==> config.mk <==
export PLATFORM = sky130hd
export DESIGN_NAME = evn_seq_flat
export DESIGN_NICKNAME = d
export VERILOG_FILES = /design/src/rtl/evn_seq.sv /design/src/rtl/evn_seq_if.sv /design/src/flat_wrapper.sv
export SDC_FILE = /design/constraint.sdc
export NUM_CORES = 1
export LEC_CHECK = 0
export CAP_MARGIN = 40
export CORE_AREA = 2 2 171 173
export DETAILED_ROUTE_END_ITERATION = 10
export DIE_AREA = 0 0 173 175
export PLACE_DENSITY = 0.7
export SKIP_LAST_GASP = 1
export SYNTH_ARGS = -nofsm -noshare
export SYNTH_HDL_FRONTEND = slang
export SYNTH_SLANG_ARGS = --single-unit
==> constraint.sdc <==
create_clock -name clk -period 3.7 [get_ports clk]
set_input_delay 0.37 -clock clk [delete_from_list [all_inputs] [get_ports clk]]
set_output_delay 0.37 -clock clk [all_outputs]
set_load 0.01 [all_outputs]
==> src/rtl/evn_seq.sv <==
// evn_seq: timed start / periodic trigger / stop event sequencer.
// Define EVN_SEQ_EXT_EVN_EN to add the external event input evi.
package evn_pkg;
    typedef struct packed {
        logic rst;
        logic str;
        logic stp;
        logic swt;
    } evn_t;
endpackage

module evn_seq
    import evn_pkg::*;
#(
    parameter int CW = 32,
    parameter int TN = 1
) (
    sys_bus_if.s          bus,
    output evn_t          evo,
    output logic [TN-1:0] trg
`ifdef EVN_SEQ_EXT_EVN_EN
    ,
    input  evn_t          evi
`endif
);

    localparam logic [4:0] A_CTL = 5'h00;
    localparam logic [4:0] A_DLY = 5'h04;
    localparam logic [4:0] A_PER = 5'h08;
    localparam logic [4:0] A_NUM = 5'h0C;
    localparam logic [4:0] A_CNT = 5'h10;
    localparam logic [4:0] A_MSK = 5'h14;

    typedef enum logic [1:0] {
        IDLE  = 2'd0,
        DELAY = 2'd1,
        RUN   = 2'd2
    } state_t;

    state_t        state;
    state_t        state_nxt;

    logic [CW-1:0] cfg_dly;
    logic [CW-1:0] cfg_per;
    logic [CW-1:0] cfg_num;
    logic [TN-1:0] cfg_msk;
    logic [CW-1:0] sts_cnt;

    logic [CW-1:0] per_s;
    logic [CW-1:0] num_s;
    logic [TN-1:0] msk_s;

    logic [CW-1:0] tmr;
    logic [CW-1:0] tmr_nxt;
    logic [CW-1:0] pcnt;
    logic [CW-1:0] pcnt_nxt;
    logic [CW-1:0] cnt_nxt;
    evn_t          evo_nxt;
    logic [TN-1:0] trg_nxt;
    logic          arm_ok;

    logic [4:0]    addr;
    logic          ctl_wr;
    logic          cmd_arm;
    logic          cmd_abt;
    logic          cmd_rst;
    logic          trg_hit;
    logic          run_done;

    assign addr   = bus.addr[4:0];
    assign ctl_wr = bus.wen && (addr == A_CTL);

`ifdef EVN_SEQ_EXT_EVN_EN
    assign cmd_arm = (ctl_wr && bus.wdata[0]) || evi.str;
    assign cmd_abt = (ctl_wr && bus.wdata[1]) || evi.stp;
    assign cmd_rst = (ctl_wr && bus.wdata[2]) || evi.rst;
`else
    assign cmd_arm = ctl_wr && bus.wdata[0];
    assign cmd_abt = ctl_wr && bus.wdata[1];
    assign cmd_rst = ctl_wr && bus.wdata[2];
`endif

    // Stop is decided in the cycle that shows the last trigger.
    assign run_done = (num_s != '0) && evo.swt
                   && (sts_cnt == num_s);
    assign trg_hit  = (per_s != '0) && (pcnt == CW'(1));

    always_ff @(posedge bus.clk) begin
        if (!bus.rstn) begin
            bus.ack   <= 1'b0;
            bus.err   <= 1'b0;
            bus.rdata <= '0;
        end else begin
            bus.ack <= bus.wen | bus.ren;
            bus.err <= 1'b0;
            if (bus.ren) begin
                case (addr)
                    A_CTL:   bus.rdata <= 32'(state);
                    A_DLY:   bus.rdata <= 32'(cfg_dly);
                    A_PER:   bus.rdata <= 32'(cfg_per);
                    A_NUM:   bus.rdata <= 32'(cfg_num);
                    A_CNT:   bus.rdata <= 32'(sts_cnt);
                    A_MSK:   bus.rdata <= 32'(cfg_msk);
                    default: bus.rdata <= 'x;
                endcase
            end
        end
    end

    always_ff @(posedge bus.clk) begin
        if (!bus.rstn) begin
            cfg_dly <= '0;
            cfg_per <= '0;
            cfg_num <= '0;
            cfg_msk <= '0;
        end else if (bus.wen) begin
            case (addr)
                A_DLY:   cfg_dly <= bus.wdata[CW-1:0];
                A_PER:   cfg_per <= bus.wdata[CW-1:0];
                A_NUM:   cfg_num <= bus.wdata[CW-1:0];
                A_MSK:   cfg_msk <= bus.wdata[TN-1:0];
                default: ;
            endcase
        end
    end

    always_ff @(posedge bus.clk) begin
        if (!bus.rstn) begin
            state   <= IDLE;
            tmr     <= '0;
            pcnt    <= '0;
            sts_cnt <= '0;
            evo     <= '0;
            trg     <= '0;
            per_s   <= '0;
            num_s   <= '0;
            msk_s   <= '0;
        end else begin
            state   <= state_nxt;
            tmr     <= tmr_nxt;
            pcnt    <= pcnt_nxt;
            sts_cnt <= cnt_nxt;
            evo     <= evo_nxt;
            trg     <= trg_nxt;
            if (arm_ok) begin
                per_s <= cfg_per;
                num_s <= cfg_num;
                msk_s <= cfg_msk;
            end
        end
    end

    always_comb begin
        state_nxt = state;
        tmr_nxt   = tmr;
        pcnt_nxt  = pcnt;
        cnt_nxt   = sts_cnt;
        evo_nxt   = '0;
        trg_nxt   = '0;
        arm_ok    = 1'b0;

        if (cmd_rst) begin
            evo_nxt.rst = 1'b1;
            state_nxt   = IDLE;
            cnt_nxt     = '0;
        end else if (cmd_abt) begin
            evo_nxt.stp = (state == RUN);
            state_nxt   = IDLE;
        end else begin
            unique case (state)
                IDLE: begin
                    if (cmd_arm) begin
                        arm_ok   = 1'b1;
                        cnt_nxt  = '0;
                        tmr_nxt  = cfg_dly;
                        pcnt_nxt = cfg_per;
                        if (cfg_dly != '0) begin
                            state_nxt = DELAY;
                        end else begin
                            state_nxt   = RUN;
                            evo_nxt.str = 1'b1;
                        end
                    end
                end
                DELAY: begin
                    if (tmr == CW'(1)) begin
                        state_nxt   = RUN;
                        evo_nxt.str = 1'b1;
                        pcnt_nxt    = per_s;
                    end else begin
                        tmr_nxt = tmr - CW'(1);
                    end
                end
                RUN: begin
                    if (run_done) begin
                        state_nxt   = IDLE;
                        evo_nxt.stp = 1'b1;
                    end else if (trg_hit) begin
                        evo_nxt.swt = 1'b1;
                        trg_nxt     = msk_s;
                        cnt_nxt     = sts_cnt + CW'(1);
                        pcnt_nxt    = per_s;
                    end else if (per_s != '0) begin
                        pcnt_nxt = pcnt - CW'(1);
                    end
                end
                default: state_nxt = IDLE;
            endcase
        end
    end

endmodule

==> src/rtl/evn_seq_if.sv <==
// sys_bus_if: simple register bus with 1-cycle ack.
// Carries the block clock and synchronous active-low reset.
interface sys_bus_if #(
    parameter int DW = 32,
    parameter int AW = 32
) (
    input logic clk,
    input logic rstn
);
    logic [AW-1:0] addr;
    logic [DW-1:0] wdata;
    logic          wen;
    logic          ren;
    logic [DW-1:0] rdata;
    logic          err;
    logic          ack;

    modport m (
        input  clk, rstn, rdata, err, ack,
        output addr, wdata, wen, ren
    );

    modport s (
        input  clk, rstn, addr, wdata, wen, ren,
        output rdata, err, ack
    );
endinterface

==> src/flat_wrapper.sv <==
// flat-port wrapper written by rule: the top's interface ports become plain ports
module evn_seq_flat import evn_pkg::*;
#(
    parameter int CW = 32,
    parameter int TN = 1
)
  (evo, trg, clk, rstn, bus_addr, bus_wdata, bus_wen, bus_ren, bus_rdata, bus_err, bus_ack);
  sys_bus_if bus_i (.clk(clk), .rstn(rstn));
  output evn_t evo;
  output logic [TN-1:0] trg;
  input wire logic clk;
  input wire logic rstn;
  input wire logic [$bits(bus_i.addr)-1:0] bus_addr;
  input wire logic [$bits(bus_i.wdata)-1:0] bus_wdata;
  input wire logic [$bits(bus_i.wen)-1:0] bus_wen;
  input wire logic [$bits(bus_i.ren)-1:0] bus_ren;
  output wire logic [$bits(bus_i.rdata)-1:0] bus_rdata;
  output wire logic [$bits(bus_i.err)-1:0] bus_err;
  output wire logic [$bits(bus_i.ack)-1:0] bus_ack;
  assign bus_i.addr = bus_addr;
  assign bus_i.wdata = bus_wdata;
  assign bus_i.wen = bus_wen;
  assign bus_i.ren = bus_ren;
  assign bus_rdata = bus_i.rdata;
  assign bus_err = bus_i.err;
  assign bus_ack = bus_i.ack;
  evn_seq #(.CW(CW), .TN(TN)) u_core (.bus(bus_i), .evo(evo), .trg(trg));
endmodule
; ---- Yosys cells after proc, flatten, opt, wreduce, memory -nomap -nowiden
; Cells that the tools add are included.
[word_totals]
register_bits = 298
latch_bits = 0
mem_bits_rw = 0
rom_bits = 0
in_bits = 68
out_inout_bits = 39
word_cells = 104
memories = 0
[classes]
n_addsub = 3
mul = 0
div = 0
magnitude_cmp = 0
n_eq_ne = 17
shifts = 0
muxes = 33
n_bitwise = 6
reduce_logical = 27
[op_table]
columns = op, n
row1 = $mux W32, 10
row2 = $pmux W32 S6, 1
row3 = $pmux W32 S2, 2
row4 = $pmux W32 S3, 1
row5 = $reduce_bool A32 Y1, 3
row6 = $eq A32 B1 Y1 const B, 2
row7 = $sub A32 B1 Y32 const B, 2
row8 = $add A32 B1 Y32 const B, 1
row9 = $eq A32 B32 Y1, 1
row10 = $mux W1, 12
row11 = $eq A5 B4 Y1 const B, 2
row12 = $eq A5 B5 Y1 const B, 2
row13 = $mux W2, 5
row14 = $reduce_and A5 Y1, 2
row15 = $ne A2 B1 Y1 const B, 4
row16 = $reduce_and A2 Y1, 4
row17 = $logic_and A1 B1 Y1, 7
row18 = $reduce_and A7 Y1, 1
row19 = $pmux W2 S3, 1
row20 = $reduce_or A6 Y1, 1
row21 = $eq A5 B3 Y1 const B, 1
row22 = $logic_not A5 Y1, 1
row23 = $not A1 Y1, 5
row24 = $reduce_or A5 Y1, 1
row25 = other kinds (12), 14

; ---- Depth between registers and ports, before layout
[depth]
ltp_word = 7
depth_mapped = 11
depth_no_buf = 9

; ---- Least setup slack after synthesis
; No wires, ideal clock.
[synth_path]
kind = reg2reg
from = reg u_core.pcnt[8]
to = reg u_core.pcnt[29]
setup_ns = 0.117
t_arrival_ns = 2.531
required_time_ns = 3.583
slack_ns = 1.052
path_stages_with_launch = 8
path_buffers = 0
period_less_slack_ns = 2.648
path_cell_list = dfxtp_1 > nor4_1 > nand3_2 > or4_4 > or4_1 > xor2_1 > o211ai_1 > a32o_1
[synth_via]
elab_chain_cells = 5
elab_cells_between_ends = 9
cone_classes = add/sub: 1 / eq/ne: 2 / mux: 4 / reduce/logical: 2
[synth_lines]
columns = element, line_no
row1 = from (decl), evn_seq.sv:55  ; logic [CW-1:0] pcnt;
row2 = from (signal assigned), evn_seq.sv:141  ; pcnt <= pcnt_nxt;
row3 = $sub A32 B1 Y32 / $eq A32 B1 Y1 (equally long branches), "evn_seq.sv:204, evn_seq.sv:86"
row4 = $mux W32 / $logic_and A1 B1 Y1 (equally long branches), "evn_seq.sv:203, evn_seq.sv:86"
row5 = $mux W32, evn_seq.sv:198  ; end else if (trg_hit) begin
row6 = $mux W32, evn_seq.sv:195  ; if (run_done) begin
row7 = $pmux W32 S3, evn_seq.sv:170  ; unique case (state)
; Parallel ways exist; a longest one is shown, timed or not. The select of a mux whose other input is x is not followed.
; A chain may end at the register's enable or synchronous reset.

; ---- Worst setup path after layout
[layout_path]
from = reg u_core.tmr[18]
to = reg u_core.pcnt[13]
[layout_via]
elab_chain_cells = 3
[layout_lines]
columns = element, line_no
row1 = from (decl), evn_seq.sv:53  ; logic [CW-1:0] tmr;
row2 = from (signal assigned), evn_seq.sv:140  ; tmr <= tmr_nxt;
row3 = $eq A32 B1 Y1, evn_seq.sv:186  ; if (tmr == CW'(1)) begin
row4 = $ne A2 B1 Y1 (no source line), --
row5 = $reduce_and A7 Y1 (no source line), --
; No other way between the ends.

==> out/results.txt <==
DRT Pass-1 Iters: 7
Synth area leader: dfxtp_1
Finished Core Util: 58.5%
Met3 routed WL: 3970 um
Max-cap violations: 0
CTS Buf Count: 35
Uppermost layer routed: met4
Ys async rst share: 0%
Total GRT Usage: 31.0%
Combinational power share: 21.8%
F_max: 0.311 GHz
Largest net degree at the start of global routing: 74
Fin Clk Skew: 0.0226 ns
PD cells: 521 nW/um2
Worst-path maximum fanout: 15
Synth Flop Type: dfxtp_1
Synthesized cell area: 14300 um2
Post-Syn Nets: 1936
Initial antenna violation count: 0
Setup repair bufs after CTS: 0
Worst skew pair latency: 0.51 ns
Initial DRC count: 1695
Avg Vias per Cell: 6.24
Worst Tran Pin Value: 0.896 ns
TNS Setup: 0 ns
Post-CTS Hold Buffers: 0
Diode count: 0
Die width: 173 um
Pint: 6.09 mW
Max-slew violation count: 0
Share of layout cells above drive strength 1: 7.46%
M1 WL: 20400 um
Drt drc: 0
Initial core utilization: 50.5%
Clk buf depth: 3
CP startpoint: u_core.tmr[18]
CP cell instances: or4_1 > or3_1 > nor4_2 > o2bb2ai_1 > nor3b_4 > and2_1 > buf_4 > a32o_1
Largest cells by area after synthesis: dfxtp_1, nand2_1, a21oi_1
Critical Path End Type: flop
Critical path required time: 4.14 ns
PortBufs: 78
Slowest cell on the critical path: or4_1
Reg2Reg Launch Point: u_core.tmr[18]
Clk sinks: 298
Nets: 1956
Total length of routed wires: 47900 um
Share of power burned in registers: 38.3%
Period utilization: 86.8%
Met2 WL: 20800 um
Synth top area share: 41.6%
Vias in the first global route: 13100
Largest stage delay on the critical path: 0.60 ns
Final setup viols: 0
RSZ-0062 raised after global routing: no
Area grow syn2layout: 15.8%
Resized Gates After CTS: 0
Clk slew on worst S/H paths: 0.06 ns
CTS tree: built
Status: finished clean
Worst VDD drop: 0.281 mV
Arr. time, crit path: 3.65 ns
Critical path class: reg -> reg
P_sw: 2.57 mW
Die height: 175 um
Syn_area_per_cell: 7.72 um2
First-pass GRT wire length: 74700 um
Leak: 5.61 nW
Final hold vios: 0
Global route overflow: 0
WHS Path Cells: 3
Sequential share of the synthesized area: 41.6%
Ports: 107
Worst r2r path cells: 8
Total core area: 28400 um2
Hold_sp: rstn
Clock share of power: 39.9%
Post-detail-place hpwl: 33100 um
Synth Warn #: 0
Vias: 14300
Rel. slew slack: 40.3%
Final GP Congestion: 0.904
H-tree depth: 2
Final min period: 3.21 ns
Standard-cell rows: 62
Cells after Synth: 1859
Post-DR wirelength/cell: 21.0 um
Startpoint types: flop
Post-synth EDFFs: 0
Distinct cells, synth: 71
Full die area: 30300 um2
Number of synthesized register bits: 298
CTS root buf: clkbuf_16
Hold WC Path Type: in -> reg
Sw frac: 29.7%
Post-DRT Antenna Nets: 0
Reg2Reg Setup Slack: 0.49 ns
## layout make-up
cell class              count  area (um2)
multi-input cells        1393        7730
clock inverters             9         128
fillers                  2592       11800
inverters                  22        87.6
repair buffers            129        1210
well taps                 384         480
clock buffers              52        1010
flip-flops and latches    298        5970
## synthesized netlist by cell type (all sizes together), types with 11 or more instances
| cell | count |
|---|---|
| a21boi | 33 |
| a21oi | 254 |
| a221o | 11 |
| a222oi | 30 |
| a22o | 17 |
| and2 | 12 |
| buf | 25 |
| clkbuf | 121 |
| dfxtp | 298 |
| inv | 22 |
| nand2 | 447 |
| nand2b | 11 |
| nand3 | 30 |
| nand4 | 34 |
| nor2 | 104 |
| nor3 | 32 |
| nor4 | 42 |
| o2111ai | 11 |
| o21ai | 55 |
| o31ai | 11 |
| or2 | 15 |
| or3 | 21 |
| or4 | 19 |
| xnor2 | 42 |
| xor2 | 18 |
## metrics by stage
stage	cells	setup WS, ns	power, mW	cell area, um2	hold WS [ns]
6_report	2287	0.488	8.65	16600	0.301
5_1_grt	2287	0.326	8.97	16600	0.300
2_1_floorplan	1859	1.05	4.73	14300	0.430
4_1_cts	2287	0.532	8.65	16600	0.287
3_5_place_dp	2226	0.280	5.21	15500	0.465
3_3_place_gp	2224	0.340	5.18	15400	0.461
## power by group through the flow
stage	clock [mW]	combinational, mW	sequential (mW)
after floorplan	0	1.36	3.37
after global placement	0	1.80	3.38
after detailed placement	0	1.83	3.38
after CTS	3.49	1.85	3.31
after global routing	3.62	2.03	3.32
final	3.45	1.88	3.32
## layer usage
| metal | track usage [%] | vias up |
|---|---|---|
| met4 | 16.2 | 0 |
| met2 | 47.6 | 719 |
| li1 | - | 6655 |
| met3 | 4.31 | 127 |
| met5 | 0 | - |
| met1 | 42.4 | 6774 |
## cells by family (layout without fill, tap and decap cells)
group | count (synthesis) | count (layout) | share of synthesized area (%)
simple gates | 803 | 803 | 25.8
compound gates | 513 | 513 | 23.0
flops | 298 | 298 | 41.6
buf+inv | 168 | 212 | 4.58
xor+xnor | 60 | 60 | 3.66
fa+ha+maj | 9 | 9 | 0.785
mux | 7 | 7 | 0.506
other cells | 1 | 1 | 0.0261
## flip-flops by register name, indices dropped and copies added, names as in the netlist
name / count
u_core.bus.rdata: 32
u_core.num_s: 32
u_core.cfg_dly: 32
u_core.trg: 1
u_core.pcnt: 32
u_core.cfg_num: 32
u_core.per_s: 32
u_core.bus.ack: 1
u_core.msk_s: 1
u_core.evo: 4
u_core.cfg_msk: 1
u_core.state: 2
u_core.sts_cnt: 32
u_core.tmr: 32
u_core.cfg_per: 32
## placed cells by master, fill, tap and decap left out, types with 32 or more instances in the layout
master             n
a21boi_0          32
o21ai_0           54
buf_4             47
xnor2_1           42
nor4_1            39
nand2_1          447
a21oi_1          254
dfxtp_1          298
nand4_1           34
clkdlybuf4s50_1   77
clkbuf_16         35
nor2_1           103
## final timing paths
| path | end |
|---|---|
| hold / removal | u_core.cfg_dly[14] |
| setup reg to reg | u_core.pcnt[13] |
| hold reg to reg | u_core.per_s[3] |
| setup / recovery | u_core.pcnt[13] |
## critical path, delay by kind of cell, from the launching register on
kind            cells  cell delay (ns)
compound gates      2             0.44
buf+inv             1             0.24
flops               1             0.36
simple gates        5             2.09
(Power assumes the default switching activity.)
